--- config.mk ---
export PLATFORM = sky130hd
export DESIGN_NAME = alu_iter
export DESIGN_NICKNAME = d
export VERILOG_FILES = /design/src/rtl/alu_iter.sv
export SDC_FILE = /design/constraint.sdc
export NUM_CORES = 1
export LEC_CHECK = 0
export CORE_AREA = 2 2 176 178
export CTS_CLUSTER_DIAMETER = 30
export DETAILED_ROUTE_END_ITERATION = 16
export DIE_AREA = 0 0 178 180
export GPL_TIMING_DRIVEN = 0
export HOLD_SLACK_MARGIN = 0.06
export PLACE_DENSITY_LB_ADDON = 0.15
export SKIP_CTS_REPAIR_TIMING = 1
export SYNTH_ARGS = -nofsm -noshare
export SYNTH_HDL_FRONTEND = slang
export SYNTH_SLANG_ARGS = --single-unit
--- constraint.sdc ---
create_clock -name CLK -period 9.2 [get_ports CLK]
set_input_delay 2.3 -clock CLK [delete_from_list [all_inputs] [get_ports CLK]]
set_output_delay 2.3 -clock CLK [all_outputs]
set_load 0.02 [all_outputs]
--- src/rtl/alu_iter.sv ---
// Iterative ALU: single-cycle add/sub/and/or/slt, multi-cycle unsigned
// shift-add multiply and restoring divide sharing one hi/lo shift register.
//
//   state | meaning
//   IDLE  | waiting for START
//   RUN   | one mul/div step per cycle, counter counting down to 1
//   FIN   | DONE pulse; START accepted here as in IDLE
module alu_iter #(
    parameter int WIDTH = 32,
    parameter int CNT_W = $clog2(WIDTH) + 1
) (
    input  logic             CLK,
    input  logic             RST,
    input  logic             START,
    input  logic [2:0]       ALUOP,
    input  logic [5:0]       FUNCTION,
    input  logic [WIDTH-1:0] A,
    input  logic [WIDTH-1:0] B,
    output logic [WIDTH-1:0] RESULT,
    output logic [WIDTH-1:0] RESULT_HI,
    output logic             BUSY,
    output logic             DONE,
    output logic             ZERO,
    output logic             DIV_BY_ZERO
);

    typedef enum logic [2:0] {
        OP_NOP, OP_ADD, OP_SUB, OP_AND, OP_OR, OP_SLT, OP_MUL, OP_DIV
    } op_t;

    typedef enum logic [1:0] {IDLE, RUN, FIN} state_t;

    state_t           state;
    op_t              dec_op;
    logic [CNT_W-1:0] cnt;
    logic             is_mul;
    logic [WIDTH-1:0] hi, lo, opnd;

    logic [WIDTH-1:0] quick_res;
    logic             slt_bit;
    logic             multi;

    logic [WIDTH:0]   mul_sum;
    logic [WIDTH-1:0] mul_hi, mul_lo;
    logic [WIDTH:0]   div_sh, div_diff;
    logic             div_ok;
    logic [WIDTH-1:0] div_hi, div_lo;
    logic [WIDTH-1:0] step_hi, step_lo;

    always_comb begin
        dec_op = OP_NOP;
        if (ALUOP == 3'b010) begin
            case (FUNCTION)
                6'b100000: dec_op = OP_ADD;
                6'b100010: dec_op = OP_SUB;
                6'b100100: dec_op = OP_AND;
                6'b100101: dec_op = OP_OR;
                6'b101010: dec_op = OP_SLT;
                6'b011000: dec_op = OP_MUL;
                6'b011010: dec_op = OP_DIV;
                default:   dec_op = OP_NOP;
            endcase
        end else begin
            case (ALUOP)
                3'b011:  dec_op = OP_ADD;
                3'b100:  dec_op = OP_SUB;
                3'b111:  dec_op = OP_AND;
                3'b101:  dec_op = OP_OR;
                3'b001:  dec_op = OP_SLT;
                default: dec_op = OP_NOP;
            endcase
        end
    end

    assign slt_bit = ($signed(A) < $signed(B));
    assign multi   = (dec_op == OP_MUL) || ((dec_op == OP_DIV) && (B != '0));

    always_comb begin
        quick_res = '0;
        case (dec_op)
            OP_ADD:  quick_res = A + B;
            OP_SUB:  quick_res = A - B;
            OP_AND:  quick_res = A & B;
            OP_OR:   quick_res = A | B;
            OP_SLT:  quick_res = {{(WIDTH-1){1'b0}}, slt_bit};
            OP_DIV:  quick_res = '1;
            default: quick_res = '0;
        endcase
    end

    // Multiply: hi accumulates, lo holds the multiplier and collects product low bits.
    assign mul_sum = {1'b0, hi} + (lo[0] ? {1'b0, opnd} : '0);
    assign mul_hi  = mul_sum[WIDTH:1];
    assign mul_lo  = {mul_sum[0], lo[WIDTH-1:1]};

    // Divide: hi is the partial remainder, lo shifts dividend out and quotient in.
    assign div_sh   = {hi, lo[WIDTH-1]};
    assign div_diff = div_sh - {1'b0, opnd};
    assign div_ok   = ~div_diff[WIDTH];
    assign div_hi   = div_ok ? div_diff[WIDTH-1:0] : div_sh[WIDTH-1:0];
    assign div_lo   = {lo[WIDTH-2:0], div_ok};

    assign step_hi = is_mul ? mul_hi : div_hi;
    assign step_lo = is_mul ? mul_lo : div_lo;

    always_ff @(posedge CLK) begin
        if (RST) begin
            state       <= IDLE;
            RESULT      <= '0;
            RESULT_HI   <= '0;
            BUSY        <= 1'b0;
            DONE        <= 1'b0;
            ZERO        <= 1'b0;
            DIV_BY_ZERO <= 1'b0;
            cnt         <= '0;
            is_mul      <= 1'b0;
            hi          <= '0;
            lo          <= '0;
            opnd        <= '0;
        end else begin
            case (state)
                IDLE, FIN: begin
                    state <= IDLE;
                    DONE  <= 1'b0;
                    if (START) begin
                        if (multi) begin
                            state  <= RUN;
                            BUSY   <= 1'b1;
                            cnt    <= CNT_W'(WIDTH);
                            is_mul <= (dec_op == OP_MUL);
                            hi     <= '0;
                            lo     <= (dec_op == OP_MUL) ? B : A;
                            opnd   <= (dec_op == OP_MUL) ? A : B;
                        end else begin
                            state       <= FIN;
                            DONE        <= 1'b1;
                            DIV_BY_ZERO <= (dec_op == OP_DIV);
                            if (dec_op != OP_NOP) begin
                                RESULT    <= quick_res;
                                RESULT_HI <= (dec_op == OP_DIV) ? A : '0;
                                ZERO      <= (quick_res == '0);
                            end
                        end
                    end
                end
                RUN: begin
                    hi  <= step_hi;
                    lo  <= step_lo;
                    cnt <= cnt - CNT_W'(1);
                    if (cnt == CNT_W'(1)) begin
                        state       <= FIN;
                        BUSY        <= 1'b0;
                        DONE        <= 1'b1;
                        RESULT      <= step_lo;
                        RESULT_HI   <= step_hi;
                        ZERO        <= (step_lo == '0);
                        DIV_BY_ZERO <= 1'b0;
                    end
                end
                default: begin
                    state <= IDLE;
                    BUSY  <= 1'b0;
                    DONE  <= 1'b0;
                end
            endcase
        end
    end

endmodule

==> flow_summary.ini, run 1 <==
[timing]
max_freq_mhz = 142.8
relSlewSlack_pct = 4.273
drv_slew = 0
worst_pin_slew_ns = 1.425
setup_violations = 0
finClkSkew_ns = 0.01587
setup_tns_ns = 0
rsz0062_at_grt = no
holdWs_ns = 0.4593
post-route-period-util_pct = 76.12
finalHoldViolations = 0
min_period_ns = 7.003
setup_ws_ns = 2.197

[flow_run]
max-cap-violations = 0

[route]
vias = 21100
ant_nets = 0
avgRoutedWirePerCell_um = 26.36
drtPass1Iterations = 7
wl_mm = 78.65
drc = 0
drt-initial-drc-count = 3048
viasPerCell = 7.074

[final_layout]
fillCellCount = 2692
final_cells = 2983
fin_nets = 2822
syn_to_final_growth_pct = 14.35
drive_gt1_share_pct = 5.298

[global_routing]
gr-usage-met1_pct = 59.36
grt_overflow = 0
grt_max_degree = 20
grt_pass1_vias = 20120
use_met2_pct = 73.66
use_met3_pct = 10.58
grt-busiest-layer = met2
antenna_found_initial = 0
grt_pass1_wl_mm = 117.5
track_usage_pct = 47.93

[critical_path]
required_ns = 9.59
reg2regPathDepth = 12
crit_path_max_fanout = 10
cp_slowest_stage_delay_ns = 1.14
path_cells = clkdlybuf4s50_1 > nor4_1 > nand4_1 > a211oi_1 > o21ai_1 > a21oi_1 > o211ai_1 > nor4_1 > and4_1 > nand4_1 > nand4b_4 > o22ai_2
worstPathArrival_ns = 7.39
crit_buf_inv = 1
cp_slowest_cell = a21oi_1
cp.depth = 12
path_class = in -> reg
path_delay_family = compound AO/OA/AOI/OAI gates
end_kind = register
critPathLaunchType = primary input

[hold_path]
hold-path-cell-count = 2
hp-class = reg -> reg

[floorplanning]
rows = 64
fp.dieH_um = 180
die_width_um = 178
core_sq_um = 30190
ios = 144
initial_core_util_pct = 58.02
dieArea_sq_um = 32040

[power_and_ir_drop]
p_per_area_nw_per_um2 = 114.0
vdd_drop_max_uv = 118.4
p_leak_nw = 7.935

[yosys]
ys_ff_latch = 172
synth_area_leaders = dfxtp_1, ha_1, a21oi_1
synth_top_area_share_pct = 19.66
synth.avg_cell_area_sq_um = 7.259
synth_edf_count = 0
synth_area_sq_um = 17520
async_flop_share_pct = 0
syn_nets = 2662
yosysWarnings = 0
seq_area_frac_synth_pct = 19.66
synth_top_area_cell = dfxtp_1
synth_ff_type = dfxtp_1
synthCells = 2413
ys_types = 94

[cts]
cts_tree = done
clock-root-buffer = clkbuf_16
clock_path_buffers = 2
htree_levels = 4
cts.sinks = 172
insertion_delay_ns = 0.46
numCtsBuffers = 17
clk_pin_slew_ns = 0.08

[place]
dp.cells = 2950
gp_congestion = 1.047
place_worst_setup_slack_ns = 2.215
portBuffers = 141
dp_hpwl_mm = 61.98

[run_status]
status = finished clean
synthesized netlist by cell type, drive strengths merged (11+ instances only):
library cell  instances
a21oi               268
nor2                244
nand2               229
dfxtp               172
ha                  169
inv                 153
o21ai               143
clkbuf              125
a211oi               85
o211ai               66
and2                 45
mux2i                45
nand3                45
nor3                 45
xnor2                45
buf                  34
a21o                 30
mux2                 30
nand4                26
a31oi                24
nor4                 24
o21a                 23
xor2                 21
nand2b               20
o22ai                20
o21bai               19
nor2b                18
o221ai               17
a221oi               16
o31ai                16
a2111oi              11
a311oi               11
and3                 11
worst register-to-register path, delay by kind of cell (launching register included):
family | cells | cell delay [ns]
compound gates | 6 | 2.02
fa+ha+maj | 1 | 0.33
buf+inv | 1 | 0.29
flops | 1 | 0.44
mux | 1 | 0.36
simple gates | 3 | 0.84
metal layers:
metal / share of wire, % / wire length [um] / vias up
li1: - / - / 9149
met1: 37 / 29000 / 9790
met2: 43 / 33890 / 1731
met3: 12 / 9499 / 431
met4: 8.0 / 6260 / 0
met5: 0 / 0 / -
kinds of logic after synthesis:
logic type,synth area share [%]
adder cells (fa/ha/maj),12.53
AND/OR/NAND/NOR,20.32
XOR/XNOR,3.300
buffers and inverters,7.008
AO/OA/AOI/OAI,32.68
multiplexers,4.500
flip-flops,19.66
per-stage QoR:
step / total power [mW] / utilization [%] / area [sq um]
global placement: 1.505 / 64.34 / 19420
global route: 2.334 / 66.34 / 20030
floorplan: 1.219 / - / 17520
finish: 2.284 / 66.35 / 20030
CTS: 2.228 / 66.34 / 20030
detailed placement: 1.509 / 64.34 / 19420
final cells by class:
type                       count  area (sq um)  share of cell area, %
timing repair buffer         141          1411                  7.046
clock inverter                15         178.9                 0.8933
tap                          396         495.5                  2.474
inverter                     153         574.3                  2.867
multi-input combinational   1929         12840                  64.13
buffer                       159         653.1                  3.261
clock buffer                  17         425.4                  2.124
antenna                        1         2.502                0.01249
sequential                   172          3443                  17.19
final timing paths:
path / startpoint / to / slack, ns
worst min-delay path: RESULT[12]$_SDFFE_PP0P_ / RESULT[12]$_SDFFE_PP0P_ / 0.46
worst min register to register: RESULT[12]$_SDFFE_PP0P_ / RESULT[12]$_SDFFE_PP0P_ / 0.46
worst max register to register: hi[3]$_SDFFE_PP0P_ / RESULT_HI[11]$_SDFFE_PP0P_ / 4.77
worst max-delay path: B[26] / ZERO$_SDFFE_PP0P_ / 2.20
placed cells by master (no fill, tap or decap), types with 83 or more instances in the layout:
| cell type | count |
|---|---|
| a211oi_1 | 83 |
| nor2_1 | 244 |
| clkdlybuf4s50_1 | 141 |
| dfxtp_1 | 172 |
| clkbuf_1 | 125 |
| nand2_1 | 229 |
| inv_1 | 152 |
| o21ai_0 | 133 |
| ha_1 | 169 |
| a21oi_1 | 266 |
power breakdown:
| group | internal, mW | total (mW) | switching [mW] |
|---|---|---|---|
| registers | 0.770 | 0.789 | 0.0194 |
| clock network | 0.368 | 0.749 | 0.381 |
| logic | 0.255 | 0.746 | 0.491 |
registers in the layout, indices dropped and copies added, names as in the netlist:
register / count
cnt: 6
lo: 32
opnd: 32
state: 1
DIV_BY_ZERO: 1
BUSY: 1
hi: 32
RESULT_HI: 32
is_mul: 1
DONE: 1
ZERO: 1
RESULT: 32
(Power assumes the default switching activity.)
==> run 2, diff against run 1 <==
--- a/config.mk
+++ b/config.mk
@@ -5,10 +5,10 @@
 export SDC_FILE = /design/constraint.sdc
 export NUM_CORES = 1
 export LEC_CHECK = 0
-export CORE_AREA = 2 2 176 178
+export CORE_AREA = 2 2 182 184
 export CTS_CLUSTER_DIAMETER = 30
 export DETAILED_ROUTE_END_ITERATION = 16
-export DIE_AREA = 0 0 178 180
+export DIE_AREA = 0 0 184 186
 export GPL_TIMING_DRIVEN = 0
 export HOLD_SLACK_MARGIN = 0.06
 export PLACE_DENSITY_LB_ADDON = 0.15
==> constraint.sdc (replaced) <==
create_clock -name CLK -period 6 [get_ports CLK]
set_input_delay 1.5 -clock CLK [delete_from_list [all_inputs] [get_ports CLK]]
set_output_delay 1.5 -clock CLK [all_outputs]
set_load 0.02 [all_outputs]
==> flow_summary.ini, run 2 (same netlist as run 1, synthesis figures left out) <==
[critical_path]
critPathLaunchType = primary input
crit_path_max_fanout = 10
required_ns = 6.38
end_kind = register
rrSetupSlack_ns = 1.49
worstPathArrival_ns = 6.50
path_class = in -> reg

[final_layout]
final_cell_mix = a21oi_1, nor2_1, nand2_1, dfxtp_1, ha_1
syn_to_final_growth_pct = 14.55
diodes = 0
final_common_cell = a21oi_1
fillCellCount = 2992
final_cells = 2994
drive_gt1_share_pct = 5.220
fin_util_pct = 62.30
fin_nets = 2822

[cts]
cts_tree = done
clk_pin_slew_ns = 0.07
insertion_delay_ns = 0.45
clock_path_buffers = 2
numCtsBuffers = 17
clock-root-buffer = clkbuf_16
htree_levels = 4
cts.sinks = 172

[timing]
worst_pin_slew_ns = 1.434
finClkSkew_ns = 0.01112
min_period_ns = 6.117
finalHoldViolations = 0
drv_slew = 0
rsz0062_at_grt = no
setup_violations = 1
relSlewSlack_pct = 3.688
max_freq_mhz = 163.5
post-route-period-util_pct = 101.9
setup_ws_ns = -0.1168
setup_tns_ns = -0.1168

[route]
ant_nets = 0
met2_length_mm = 33.74
viasPerCell = 6.856
wl_mm = 78.19
avgRoutedWirePerCell_um = 26.11
drtPass1Iterations = 6
drt-initial-drc-count = 3062
vias = 20530
drc = 0
maxUsedRoutingLayer = met5
dr_wl_met3_mm = 8.545
met1_length_mm = 29.78

[place]
gp_congestion = 1.045
portBuffers = 141
place_worst_setup_slack_ns = -0.1173
dp_hpwl_mm = 62.29
dp.cells = 2962

[flow_run]
max-cap-violations = 0

[power_and_ir_drop]
power_frac_comb_pct = 31.8
p_leak_nw = 7.946
p_sw_mw = 1.264
seq_power_share_pct = 34.1
intPower_mw = 2.289
p_clk_share_pct = 34.1
switching_share_pct = 35.57
p_per_area_nw_per_um2 = 177.1
total_power_mw = 3.553
vdd_drop_max_uv = 234.4

[global_routing]
grt_max_degree = 17
antenna_found_initial = 1
grt_overflow = 0
track_usage_pct = 44.90
grt_pass1_wl_mm = 115.7
grt_pass1_vias = 19450

[floorplanning]
ios = 144
core_sq_um = 32210
dieArea_sq_um = 34220
initial_core_util_pct = 54.39
rows = 66
die_width_um = 184
fp.dieH_um = 186

[run_status]
status = finished, violations left
violations = setup timing

[hold_path]
hp-class = reg -> reg
==> run 2: cell count changes in the layout (fill, tap and decap cells not counted), sizes merged <==
cell | before | now
inv | 160 | 153
clkinv | 6 | 4
clkbuf | 142 | 146
clkinvlp | 2 | 3
bufinv | 0 | 4
diode | 1 | 0
==> run 2: cell type report <==
| cell class | count | area (sq um) | share of cell area, % |
|---|---|---|---|
| buffer | 159 | 653.1 | 3.255 |
| clock inverter | 11 | 166.4 | 0.8294 |
| sequential | 172 | 3443 | 17.16 |
| tap | 408 | 510.5 | 2.544 |
| clock buffer | 21 | 460.4 | 2.295 |
| inverter | 153 | 574.3 | 2.862 |
| multi-input combinational | 1929 | 12840 | 64.02 |
| timing repair buffer | 141 | 1411 | 7.034 |
==> run 2: critical path: stages <==
cell and delay, ns:
clkdlybuf4s50_1 0.68, nor4_1 0.75, nand4_1 0.28, a211oi_1 0.49, o21ai_1 0.23, a21oi_1 1.10, o211ai_1 0.18, nor4_1 0.52
and4_1 0.29, nand4_1 0.14, nand4b_4 0.23, o22ai_2 0.10
==> run 2: routing by layer <==
layer  track usage (%)  vias up
met4             31.01        2
met5                 0        -
li1                  -     9140
met3             9.392      399
met1             55.61     9533
met2             69.96     1453
==> run 2: through the flow <==
step / area (sq um) / hold WS [ns]
detailed placement: 19440 / 0.4460
floorplan: 17520 / 0.4501
global route: 20060 / 0.4765
finish: 20060 / 0.4610
CTS: 20060 / 0.4588
global placement: 19440 / 0.4463
==> run 2: final timing paths <==
kind | start | end | cells after the start
worst min register to register | RESULT[17]$_SDFFE_PP0P_ | RESULT[17]$_SDFFE_PP0P_ | 2
worst max-delay path | B[26] | ZERO$_SDFFE_PP0P_ | 12
worst min-delay path | RESULT[17]$_SDFFE_PP0P_ | RESULT[17]$_SDFFE_PP0P_ | 2
worst max register to register | lo[0]$_SDFFE_PP0P_ | RESULT_HI[25]$_SDFFE_PP0P_ | 14
==> run 2: power by group through the flow <==
stage	sequential, mW	clock [mW]	combinational (mW)
finish	1.21	1.21	1.13
global route	1.21	1.24	1.18
CTS	1.21	1.19	1.08
detailed placement	1.24	0	1.07
global placement	1.24	0	1.07
floorplan	1.27	0	0.597
==> RTL change: new RTL, flow settings as in run 2 <==
`WIDTH`: 32 -> 16.
--- a/src/rtl/alu_iter.sv
+++ b/src/rtl/alu_iter.sv
@@ -7,5 +7,5 @@
 //   FIN   | DONE pulse; START accepted here as in IDLE
 module alu_iter #(
-    parameter int WIDTH = 32,
+    parameter int WIDTH = 16,
     parameter int CNT_W = $clog2(WIDTH) + 1
 ) (
Ports: changed (resized A, B, RESULT and RESULT_HI); port bits go from 144 to 80. The function was not compared with the original's and may differ.
==> RTL change against run 2 <==
  * Setup slack improved by 0.39 ns
  * Routed wire length fell by 56%
  * Non-clock buffer count down 153
  * Total power fell by 52%
  * Sequential power down 48%
  * Synthesized cell count is 53% lower
  * Largest cell class unchanged
  * Count of clock-buffer cells in the layout fell by 12
  * Worst hold slack worse by 0.0046 ns
  * Final area decreased by 49%
  * Critical path depth up 1
  * Area after synthesis decreased by 51%
  * Sequential cell count down 81
==> RTL change: results (changes against run 2) <==
* Sequential share of the synthesized area at 0.2124 (was 0.1966)
* Global Route met2 Usage at 0.3479 (was 0.6996)
* R2r startpoint: lo[15] (was lo[0])
* CTS H-Tree Depth at 3 (was 4)
* TritonRoute pass-1 iters at 5 (was 6)
* Clk_skew at 0.01005 ns (was 0.01112 ns)
* Avg Inst Size Synth at 7.510 um^2 (was 7.259 um^2)
* Post-layout min period at 5.723 ns (was 6.117 ns)
* Leak Pwr at 3.816 nW (was 7.946 nW)
* Detail Placement HPWL at 27250 um (was 62290 um)
* Post-synthesis net count at 1277 (was 2662)
* Cts bufs inserted at 9 (was 17)
* Slew @ Worst Pin at 1.091 ns (was 1.434 ns)
* DRT Wirelength at 34310 um (was 78190 um)
* GP Congestion at 0.8717 (was 1.045)
* Share of layout cells above drive strength 1 at 0.04935 (was 0.05220)
* Routed len/inst at 20.87 um (was 26.11 um)
* All-Layer GR Usage at 0.2015 (was 0.4490)
* Initial antenna violation count at 0 (was 1)
* Critical Path Max Stage Delay at 0.79 ns (was 1.10 ns)
* Avg Vias per Cell at 5.405 (was 6.856)
* Status: completed (was finished with violations)
* Peak VDD IR at 0.0001386 V (was 0.0002344 V)
* Nets@finish at 1366 (was 2822)
* Met3 Resource Use GR at 0.02015 (was 0.09392)
* Initial DRC Count at 722 (was 3062)
* Number of global-route vias before repair at 8568 (was 19449)
* Met1 Use GR at 0.2677 (was 0.5561)
* Internal reg-to-reg setup slack at 1.78 ns (was 1.49 ns)
* Worst-skew pair later-pin latency at 0.36 ns (was 0.45 ns)
[RTL change: layout make-up]
| class | instances | area (um^2) |
|---|---|---|
| timing repair buffer | 78 | 780.7 |
| buffer | 69 | 271.5 |
| sequential | 91 | 1822 |
| clock buffer | 9 | 225.2 |
| clock inverter | 7 | 92.59 |
| multi-input combinational | 909 | 6210 |
| inverter | 73 | 274.0 |
| fill | 3555 | 22020 |
| tap | 408 | 510.5 |
[RTL change: report_power, final]
group	switching [mW]	internal (mW)
Combinational	0.282	0.171
Clock	0.293	0.335
Sequential	0.0102	0.620
Total	0.586	1.13
[RTL change: worst min-delay path, stage by stage, from the launching register on]
cell     delay [ns]
dfxtp_1        0.31
nand2_1        0.05
a21oi_1        0.05
[RTL change: worst min-delay path by stage]
stage	end	slack (ns)	cells after the start
6_report	RESULT[11]	0.46	2
5_1_grt	RESULT[6]	0.48	2
4_1_cts	RESULT[11]	0.46	2
3_5_place_dp	RESULT[8]	0.45	2
3_3_place_gp	RESULT[8]	0.45	2
2_1_floorplan	hi[14]	0.46	2
[RTL change: routing by layer]
| layer | share of wire | wire, um |
|---|---|---|
| met1 | 0.46 | 15820 |
| met2 | 0.48 | 16340 |
| met3 | 0.041 | 1407 |
| met4 | 0.022 | 742 |
| met5 | 0 | 0 |
[RTL change: cell families (layout without fill, tap and decap cells)]
logic type / Yosys count / in the layout / share of synthesized area
buffers and inverters: 142 / 236 / 0.06360
AO/OA/AOI/OAI: 377 / 377 / 0.2964
adder cells (fa/ha/maj): 91 / 91 / 0.1363
flip-flops: 91 / 91 / 0.2124
multiplexers: 40 / 40 / 0.04901
XOR/XNOR: 41 / 41 / 0.04187
AND/OR/NAND/NOR: 360 / 360 / 0.2004
